[config.mk]
export PLATFORM = sky130hd
export DESIGN_NAME = a2f_pkt_sched
export DESIGN_NICKNAME = d
export VERILOG_FILES = /design/src/rtl/a2f_pkg.sv /design/src/rtl/a2f_iq_pack.sv /design/src/rtl/a2f_pkt_sched.sv
export SDC_FILE = /design/constraint.sdc
export NUM_CORES = 1
export LEC_CHECK = 0
export ABC_AREA = 0
export CAP_MARGIN = 40
export CORE_ASPECT_RATIO = 0.8
export CORE_MARGIN = 3
export CORE_UTILIZATION = 30
export DETAILED_ROUTE_END_ITERATION = 8
export RECOVER_POWER = 100
export SYNTH_ARGS = -nofsm -noshare
export SYNTH_HDL_FRONTEND = slang
export SYNTH_SLANG_ARGS = --single-unit
export TNS_END_PERCENT = 5
[constraint.sdc]
create_clock -name clk_i -period 1.9 [get_ports clk_i]
set_input_delay 0.38 -clock clk_i [delete_from_list [all_inputs] [get_ports clk_i]]
set_output_delay 0.38 -clock clk_i [all_outputs]
set_load 0.01 [all_outputs]
[src/rtl/a2f_pkg.sv]
// a2f_pkg -- shared definitions for the FTDI packet scheduler.
// Holds the mode encoding, the default widths and the packet-boundary
// arbitration function. The sequence tag width is used only when the
// A2F_PKT_TAG_EN macro is defined.
package a2f_pkg;

   localparam int A2F_FT_DATA_WIDTH    = 32;
   localparam int A2F_IQ_PAIR_WIDTH    = 24;
   localparam int A2F_QSTART_BIT_INDEX = 16;
   localparam int A2F_PKT_WORDS        = 256;
   localparam int A2F_SEQ_W            = 3;

   typedef enum logic {
      FROMFIFO = 1'b0,
      FROMCPU  = 1'b1
   } a2f_mode_e;

   // Source for the next packet. The CPU wins whenever it has data, except
   // that a CPU packet is always followed by a FIFO packet when the FIFO is
   // also waiting, so the sample stream cannot be starved.
   function automatic a2f_mode_e a2f_next_mode(input a2f_mode_e mode,
                                               input logic      fifo_empty,
                                               input logic      cpu_empty);
      a2f_mode_e nxt;
      nxt = FROMFIFO;
      if (!cpu_empty && !((mode == FROMCPU) && !fifo_empty))
         nxt = FROMCPU;
      return nxt;
   endfunction

endpackage

[src/rtl/a2f_iq_pack.sv]
// a2f_iq_pack -- combinational placement of a packed I/Q pair in an FTDI word.
// The I half goes to QSTART_BIT_INDEX upward, the Q half to bit 0 upward,
// every other bit is zero. With A2F_PKT_TAG_EN defined the top bit flags the
// first word of a packet and the next three bits carry the packet sequence.
module a2f_iq_pack
   import a2f_pkg::*;
#(
   parameter int FT_DATA_WIDTH    = A2F_FT_DATA_WIDTH,
   parameter int IQ_PAIR_WIDTH    = A2F_IQ_PAIR_WIDTH,
   parameter int QSTART_BIT_INDEX = A2F_QSTART_BIT_INDEX
) (
   input  logic [IQ_PAIR_WIDTH-1:0] iq,
`ifdef A2F_PKT_TAG_EN
   input  logic                     first_word,
   input  logic [A2F_SEQ_W-1:0]     seq,
`endif
   output logic [FT_DATA_WIDTH-1:0] word
);

   localparam int HALF = IQ_PAIR_WIDTH / 2;

   // Build the outgoing word from zero so unused bits stay clean.
   always_comb begin
      word = '0;
      word[QSTART_BIT_INDEX +: HALF] = iq[IQ_PAIR_WIDTH-1 -: HALF];
      word[0 +: HALF]                = iq[HALF-1:0];
`ifdef A2F_PKT_TAG_EN
      word[FT_DATA_WIDTH-1]              = first_word;
      word[FT_DATA_WIDTH-2 -: A2F_SEQ_W] = seq;
`endif
   end

endmodule

[src/rtl/a2f_pkt_sched.sv]
// a2f_pkt_sched -- packet scheduler feeding the FTDI from two FWFT sources:
// the I/Q sample FIFO and the CPU queue. Sources are switched only at packet
// boundaries of PKT_WORDS words. Optional macro: A2F_PKT_TAG_EN adds a
// first-word flag and packet sequence number to FIFO words.
//
// Handshake: each source presents a first-word-fall-through word with an
// empty flag (valid = ~empty); re_i is the FTDI's ready. A word is accepted
// in a cycle where re_i is high and the selected source is non-empty; only
// then does the matching read strobe fire, the word counter advance and
// data_o load one cycle later. re_i against an empty selected source is an
// underflow and changes nothing but underflow_o.
module a2f_pkt_sched
   import a2f_pkg::*;
#(
   parameter int FT_DATA_WIDTH    = A2F_FT_DATA_WIDTH,
   parameter int IQ_PAIR_WIDTH    = A2F_IQ_PAIR_WIDTH,
   parameter int QSTART_BIT_INDEX = A2F_QSTART_BIT_INDEX,
   parameter int PKT_WORDS        = A2F_PKT_WORDS
) (
   input  logic                     clk_i,
   input  logic                     reset_n,
   input  logic                     re_i,
   input  logic [IQ_PAIR_WIDTH-1:0] fifo_data_i,
   input  logic                     fifo_empty_i,
   output logic                     fifo_re_o,
   input  logic [FT_DATA_WIDTH-1:0] cpu_data_i,
   input  logic                     cpu_empty_i,
   output logic                     cpu_re_o,
   output logic [FT_DATA_WIDTH-1:0] data_o,
   output logic                     avail_o,
   output logic                     mode_o,
   output logic                     underflow_o
);

   localparam int              CNT_W     = $clog2(PKT_WORDS);
   localparam logic [CNT_W-1:0] LAST_WORD = CNT_W'(PKT_WORDS - 1);

   a2f_mode_e                mode_q;
   logic [CNT_W-1:0]         count_q;
   logic [FT_DATA_WIDTH-1:0] data_q;
   logic                     underflow_q;

   logic                     sel_empty;
   logic                     read_ok;
   logic                     last_word;
   logic [FT_DATA_WIDTH-1:0] fifo_word;

   // Empty flag of the source owning the current packet.
   always_comb begin
      sel_empty = fifo_empty_i;
      if (mode_q == FROMCPU)
         sel_empty = cpu_empty_i;
   end

   // Accepted read; gated by reset so no strobe can leak out while held.
   assign read_ok   = re_i & ~sel_empty & reset_n;
   assign last_word = (count_q == LAST_WORD);

   assign fifo_re_o   = read_ok & (mode_q == FROMFIFO);
   assign cpu_re_o    = read_ok & (mode_q == FROMCPU);
   assign avail_o     = ~sel_empty;
   assign mode_o      = mode_q;
   assign data_o      = data_q;
   assign underflow_o = underflow_q;

`ifdef A2F_PKT_TAG_EN
   logic [A2F_SEQ_W-1:0] seq_q;

   // Sequence number advances once per completed FIFO packet.
   always_ff @(posedge clk_i or negedge reset_n) begin
      if (!reset_n)
         seq_q <= '0;
      else if (read_ok && last_word && (mode_q == FROMFIFO))
         seq_q <= seq_q + A2F_SEQ_W'(1);
   end

   a2f_iq_pack #(
      .FT_DATA_WIDTH    (FT_DATA_WIDTH),
      .IQ_PAIR_WIDTH    (IQ_PAIR_WIDTH),
      .QSTART_BIT_INDEX (QSTART_BIT_INDEX)
   ) u_pack (
      .iq         (fifo_data_i),
      .first_word (count_q == '0),
      .seq        (seq_q),
      .word       (fifo_word)
   );
`else
   a2f_iq_pack #(
      .FT_DATA_WIDTH    (FT_DATA_WIDTH),
      .IQ_PAIR_WIDTH    (IQ_PAIR_WIDTH),
      .QSTART_BIT_INDEX (QSTART_BIT_INDEX)
   ) u_pack (
      .iq   (fifo_data_i),
      .word (fifo_word)
   );
`endif

   // Mode FSM with word counter, output data and underflow registers.
   always_ff @(posedge clk_i or negedge reset_n) begin
      if (!reset_n) begin
         mode_q      <= FROMFIFO;
         count_q     <= '0;
         data_q      <= '0;
         underflow_q <= 1'b0;
      end else begin
         underflow_q <= re_i & sel_empty;
         if (read_ok) begin
            count_q <= count_q + CNT_W'(1);
            data_q  <= (mode_q == FROMCPU) ? cpu_data_i : fifo_word;
            if (last_word)
               mode_q <= a2f_next_mode(mode_q, fifo_empty_i, cpu_empty_i);
         end
      end
   end

endmodule

### Word level (Yosys, flattened, before mapping)

Cells that the tools add are included.

| word-level totals | value |
|---|---|
| flip-flop bits (word level) | 42 |
| input port bits | 61 |
| output and inout port bits | 37 |

| operators by class | value |
|---|---|
| add/subtract/negate cells | 1 |
| eq/ne operators | 1 |
| muxes and demuxes | 3 |
| bitwise gates (word level) | 7 |
| reduce and logical (&&, ||, !) cells | 6 |

Operator list:

| kind | count |
|---|---|
| 32-bit 2-to-1 mux | 1 |
| 8-bit by 1-bit adder with 8-bit output (second input constant) | 1 |
| 8-bit == test (second input constant) | 1 |
| 1-bit bitwise AND | 5 |
| 1-bit zero test | 3 |
| 1-bit logical AND | 2 |
| 1-bit 2-to-1 mux | 2 |
| 1-bit NOT | 2 |
| 2-bit AND reduction | 1 |

### Longest topological paths before layout

Gate-level depths: netlist (run 1).

| depth | value |
|---|---|
| depth after elaboration | 5 |
| gate-level depth with buffers | 5 |

### Cells and area by module

Synthesis (run 1) repeated with hierarchy kept, for this count alone.

| second synthesis, totals | value |
|---|---|
| cells, all modules | 180 |
| area total of the unflattened synthesis | 2456.1 sq um |

Modules (own cells, without submodules):

| module | instances | cells each | area an instance (sq um) | seq. area each (sq um) |
|---|---|---|---|---|
| a2f_pkt_sched | 1 | 147 | 2212.1 | 1051.0 |
| a2f_iq_pack | 1 | 33 | 244.0 | 0.0 |

### Worst setup path after synthesis (run 1)

Ideal clock, no wire load.

| timing path | value |
|---|---|
| path type | register to register |
| start | register mode_q, in the netlist mode_o |
| end | register mode_q, in the netlist mode_o |
| setup time | 0.125 ns |
| data arrival time | 1.509 ns |
| slack | 0.266 ns |
| stages on the path, launching flop included | 5 |
| cell sequence | dfrtp_1 -> mux2i_2 -> nand3_2 -> nor3_1 -> mux2_2 |

| on the way | value |
|---|---|
| cells in the longest elaborated chain, start to end | 5 |
| elaborated cells between the ends (all ways) | 9 |
| those cells by class | mux (2); bitwise (3); reduce/logical (4) |

Ends and longest elaborated chain:

| what | RTL line | RTL |
|---|---|---|
| from (decl) | a2f_pkt_sched.sv:38 | `a2f_mode_e mode_q;` |
| from (signal assigned) | a2f_pkt_sched.sv:111 | `mode_q <= a2f_next_mode(mode_q, fifo_empty_i, cpu_empty_i);` |
| 1-bit 2-to-1 mux | a2f_pkt_sched.sv:51 | `if (mode_q == FROMCPU)` |
| 1-bit NOT | - |  |
| named net avail_o | a2f_pkt_sched.sv:30 | `output logic avail_o,` |
| 1-bit bitwise AND (2 in a row) | a2f_pkt_sched.sv:56 | `assign read_ok = re_i & ~sel_empty & reset_n;` |
| 2-bit AND reduction (no source line) | - |  |

The timed path passes the listed nets, and every way through them passes these cells.
A chain may end at the register's enable or synchronous reset.

### Worst setup path after layout (run 1)

| timing path | value |
|---|---|
| start | input port re_i |
| end | output port cpu_re_o |

| on the way | value |
|---|---|
| cells in the longest elaborated chain, start to end | 3 |

Ends and longest elaborated chain:

| what | RTL line | RTL |
|---|---|---|
| from (decl) | a2f_pkt_sched.sv:22 | `input logic re_i,` |
| 1-bit bitwise AND (2 in a row) | a2f_pkt_sched.sv:56 |  |
| 1-bit bitwise AND | a2f_pkt_sched.sv:60 | `assign cpu_re_o = read_ok & (mode_q == FROMCPU);` |
| to (decl) | a2f_pkt_sched.sv:28 | `output logic cpu_re_o,` |

Every way passes these cells.

==> results of run 1 <==
## cells by family after synthesis
logic type / count (synthesis) / share of synthesized area
simple gates: 45 / 0.1133
flops: 42 / 0.5699
compound gates: 33 / 0.1058
mux: 26 / 0.1438
buf+inv: 10 / 0.02713
xor+xnor: 7 / 0.03324
fa+ha+maj: 1 / 0.006783
## power by group through the flow
stage                     Combinational [W]  Sequential [W]  Clock [W]
final                              0.000576         0.00113   0.000591
after global routing               0.000641         0.00116   0.000652
after CTS                          0.000632         0.00114   0.000620
after detailed placement           0.000632         0.00116          0
after global placement             0.000625         0.00115          0
after floorplan                    0.000181         0.00119          0
## worst max-delay path, cell delays in order
cell             delay, ns
clkdlybuf4s50_1       0.48
nand2_1               0.09
nor3b_2               0.21
clkdlybuf4s15_1       0.27
## state kept, by name, indices dropped and copies added (netlist names)
name	cells
mode_o	1
data_o	32
underflow_o	1
count_q	8
## cell usage in the layout (no fill, tap or decap), types with 3 or more instances in the layout
master / instances
o21ai_0: 24
xnor2_1: 4
buf_4: 5
xor2_1: 3
dlygate4sd3_1: 34
clkbuf_8: 6
dfrtp_1: 42
nand2_1: 31
clkbuf_1: 4
a22o_1: 8
mux2i_1: 24
nor3_1: 3
clkdlybuf4s50_1: 59
## metrics by stage
stage / utilization / instance area, um^2
after floorplan: - / 1844
after global placement: 0.5156 / 2942
after detailed placement: 0.5156 / 2942
after CTS: 0.5309 / 3029
after global routing: 0.5270 / 3007
final: 0.5270 / 3007
## routing by layer
metal | track usage | vias up
li1 | - | 782
met2 | 0.2084 | 56
met4 | 0.04762 | 0
met1 | 0.1659 | 684
met5 | 0 | -
met3 | 0.05726 | 7
## cells in the mapped netlist (all sizes together)
cell type,n,share of area
dfrtp,42,0.57
buf,5,0.017
mux2i,25,0.14
xnor2,4,0.019
and3,2,0.0068
mux2,1,0.0061
nor3,4,0.014
nor3b,1,0.0068
xor2,3,0.014
nand2,31,0.063
inv,1,0.0020
clkbuf,4,0.0081
a22o,8,0.038
ha,1,0.0068
nand3,3,0.011
nor2,1,0.0020
a21oi,1,0.0027
nor2b,1,0.0034
o21ai,24,0.065
nand4,2,0.0068
## layout make-up
| cell class | count | share of cell area |
|---|---|---|
| Sequential cell | 42 | 0.3496 |
| Timing Repair Buffer | 106 | 0.3392 |
| Multi-Input combinational cell | 112 | 0.2472 |
| Tap cell | 78 | 0.03246 |
| Clock buffer | 7 | 0.02871 |
| Clock inverter | 1 | 0.001665 |
| Inverter | 1 | 0.001248 |
## worst paths after layout
path	end	slack, ns	depth (start not counted)	from
worst max-delay path	cpu_re_o	0.09	4	re_i
min in group clk_i	count_q[5]$_DFFE_PN0P_	0.46	1	count_q[5]$_DFFE_PN0P_
worst min register to register	count_q[5]$_DFFE_PN0P_	0.46	1	count_q[5]$_DFFE_PN0P_
worst max register to register	mode_o$_DFFE_PN0P_	0.21	5	mode_o$_DFFE_PN0P_
worst min-delay path	data_o[22]$_DFFE_PN0P_	0.15	2	reset_n
max in group asynchronous	data_o[16]$_DFFE_PN0P_	0.94	3	reset_n
## timing repair
action / CTS / global route
resized for setup: 3 / 1
gates cloned: 0 / 0
setup endpoints to repair: 3 / 1
endpoints found under the hold margin: 0 / 0
pin swaps: 0 / 0
==> metrics, run 1 <==
Final Critical Period=1.812 ns; CTS tree=done; die width=93.66 um; max frequency=0.5518 GHz; switching share of power=0.2746; Synth warnings=0; worst hold path type=input port to async pin; GRT Resource Usage Total=0.1340; Slew @ Worst Pin=0.5434 ns; Cells after Synth=164; Post-CTS Hold Buffers=0; vias in the first global route=1,490; initial antenna violation count=0; layout cells sized above 1=0.07063; row count=24; Max-slew headroom=0.6377; footprint of the multi-input gates=743.2 um^2; Setup Skew=0.009403 ns; met2 WL=2020 um; share of total power in combinational logic=0.250; CTS Buf Count=5; io pins=98; Initial Util=0.3232; internal power=0.001668 W; register area share after synthesis=0.5699; CTS Sinks=42; Top Metal Used=met4; CTS root buf=clkbuf_8; clk slew on worst S/H paths=0.08 ns; Max rail drop VDD=0.2930 mV; first-pass GRT wire length=7479 um; WL/cell=13.23 um; Total Die Area=7130 um^2; Core ar.=5705 um^2; GRT Residual Overflow=0; Final ANT Viol Nets=0; RSZ-0062 raised after global routing=no; worst setup margin=0.08759 ns; vias=1,529; Fin Setup TNS=0 ns; Post-CTS Setup Inserts=0; Syn Nets=226; final setup fails=0; Post-Syn Area=1844 um^2; detailed placement HPWL=3507 um; M1 WL=2053 um; H-tree Lvls=2; Diodes inserted=0; Residual DRC=0; count of non-filler cells in the finished layout=347; NetSw=0.0006317 W; Post-Syn Area per Cell=11.25 um^2; hold slack=0.1494 ns; nets=330; required time worst endpoint=1.52 ns; worst skew pair latency=0.30 ns; Critical Path Start Type=input port; I/O Buffers=97; met3 wire len=451 um; Static Leak=1.330 nW; fin. max-slew vios=0; PwrDens=765.0 nW/um^2; Arr. time, crit path=1.43 ns; Clock Path Buffers=2; dpl ws=-0.2115 ns; crit-path max FO=2; area occupied by registers=1051 um^2; Die Y=76.13 um; Syn-to-layout area delta=63.03%; total chip power=0.002300 W; kind of critical path=input port to output pin; status=finished clean; Routed WL=4592 um; largest net degree at the start of global routing=31; clock network fraction of total power=0.257; max-cap violation count=0; Placer Congestion=0.7301; Reg power frac=0.493; Vias/cell=4.406; Yosys reg bits=42; # fillers=565; endpoint type of the worst setup path=output pin; Placed Cells=339; drt pass-1 iters=4; Final Hold Viols=0; share of the cycle needed by the critical path after routing=0.9539; post-synthesis cell type count=24; starting DRC count in detailed routing=39
(Power assumes the default switching activity.)
==> run 2, diff against run 1 <==
MAX_ROUTING_LAYER = met4   (was not set)
==> run 2 against run 1 <==
Clock-buffer cell count did not move. Register-to-register slack barely moved. Non-clock buffer count did not move. First-iteration DRC count did not move. Sequential cell count did not move. Critical path type unchanged. Critical endpoint unchanged.
==> metrics, run 2 (same netlist as run 1, synthesis figures left out) <==
Diodes inserted=0; first-pass GRT wire length=7479 um; Final Hold Viols=0; CP delay by family, top=buffers and inverters; final std cell area, no fill=3007 um^2; slowest stage delay, CP=0.48 ns; WL/cell=13.26 um; nets=330; Routed WL=4602 um; vias in the first global route=1,491; Vias/cell=4.401; detailed placement HPWL=3507 um; PwrDens=767.0 nW/um^2; post-layout util=0.5270; I/O Buffers=97; Arr. time, crit path=1.43 ns; Max-slew headroom=0.6349; required time worst endpoint=1.52 ns; Setup Skew=0.01027 ns; GRT Residual Overflow=0; commonest non-fill, non-tap cells in the layout=clkdlybuf4s50_1, dfrtp_1, dlygate4sd3_1, nand2_1; row count=24; Worst Path Buf+Inv=2; Static Leak=1.330 nW; CTS Buf Count=5; H-tree Lvls=2; clk slew on worst S/H paths=0.08 ns; status=finished clean; endpoint type of the worst setup path=output pin; reg2reg path depth=5; drt pass-1 iters=4; Critical Path Start Type=input port; max-cap violation count=0; Initial Util=0.3232; max frequency=0.5513 GHz; Reg-to-Reg End=mode_o$_DFFE_PN0P_; RSZ-0062 raised after global routing=no; layout cells sized above 1=0.07063; Post-CTS Setup Inserts=0; Clock Path Buffers=2; CTS tree=done; final setup fails=0; kind of critical path=input port to output pin; Residual DRC=0; commonest non-fill, non-tap cell in the layout=clkdlybuf4s50_1; fin. max-slew vios=0; slowest cell on the critical path=clkdlybuf4s50_1; GRT Resource Usage Total=0.1382; worst reg-to-reg setup slack=0.22 ns; count of non-filler cells in the finished layout=347; die width=93.66 um; largest net degree at the start of global routing=31; CTS Sinks=42; share of the cycle needed by the critical path after routing=0.9546; max FFs per register=32; Placed Cells=339; Placed Area=2942 um^2; io pins=98; worst hold path type=input port to async pin; worst-path cell chain=clkdlybuf4s50_1, nand2_1, nor3b_2, clkdlybuf4s15_1; Core ar.=5705 um^2; Die Y=76.13 um; Syn-to-layout area delta=63.03%; Final ANT Viol Nets=0; Post-CTS Hold Buffers=0; crit-path max FO=2; Total Die Area=7130 um^2; vias=1,527; Max rail drop VDD=0.2978 mV; Placer Congestion=0.7389; Final Critical Period=1.814 ns; CTS root buf=clkbuf_8; # fillers=565; Slew @ Worst Pin=0.5477 ns; starting DRC count in detailed routing=39; worst skew pair latency=0.30 ns; initial antenna violation count=0; r2r startpoint=mode_o$_DFFE_PN0P_
## run 2: cell counts in the layout (fill, tap and decap cells not counted)
Identical to the previous run, type by type.
## run 2: worst max path at each step
stage	endpoint	slack, ns	startpoint	depth (start not counted)
after floorplan	mode_o$_DFFE_PN0P_	0.27	mode_o$_DFFE_PN0P_	4
after global placement	cpu_re_o	-0.18	re_i	4
after detailed placement	cpu_re_o	-0.21	re_i	4
after CTS	cpu_re_o	0.07	re_i	4
after global routing	cpu_re_o	0.01	re_i	4
final	cpu_re_o	0.09	re_i	4
## run 2: layout make-up
cell class                      count  area (um^2)  share of cell area
Multi-Input combinational cell    112        743.2              0.2472
Clock buffer                        7        86.33             0.02871
Timing Repair Buffer              106         1020              0.3392
Inverter                            1        3.754            0.001248
Tap cell                           78        97.59             0.03246
Sequential cell                    42         1051              0.3496
Clock inverter                      1        5.005            0.001665
## run 2: repair_timing
action	4_1_cts	5_1_grt
pin swaps	0	0
setup endpoints to repair	3	1
gates resized for setup	3	1
## run 2: layer usage
metal  vias to the layer above  GRT usage  wire (um)
met5                         -          -          0
met4                         0    0.04762         45
met3                         5    0.04837        417
met2                        55     0.2077       2043
met1                       685     0.1735       2096
li1                        782          -          -
## run 2: worst register-to-register path, delay by kind of cell, from the launching register on
kind                   cells  cell delay (ns)
flip-flops                 1             0.45
multiplexers               2             0.59
buffers and inverters      1             0.17
AND/OR/NAND/NOR            2             0.35
## run 2: power breakdown
part / internal [W] / switching [W]
combinational: 0.000335 / 0.000241
sequential: 0.00104 / 0.0000937
clock: 0.000293 / 0.000303
total: 0.00167 / 0.000638
## run 2: per-stage QoR
stage	hold WS (ns)	worst slack (ns)	TNS, ns	power (W)
3_3_place_gp	0.4226	-0.1753	-0.4727	0.001779
3_5_place_dp	0.4268	-0.2115	-0.6633	0.001788
6_report	0.1388	0.08621	0	0.002306
2_1_floorplan	0.08441	0.2658	0	0.001375
5_1_grt	0.1658	0.01463	0	0.002454
4_1_cts	0.1009	0.06544	0	0.002392
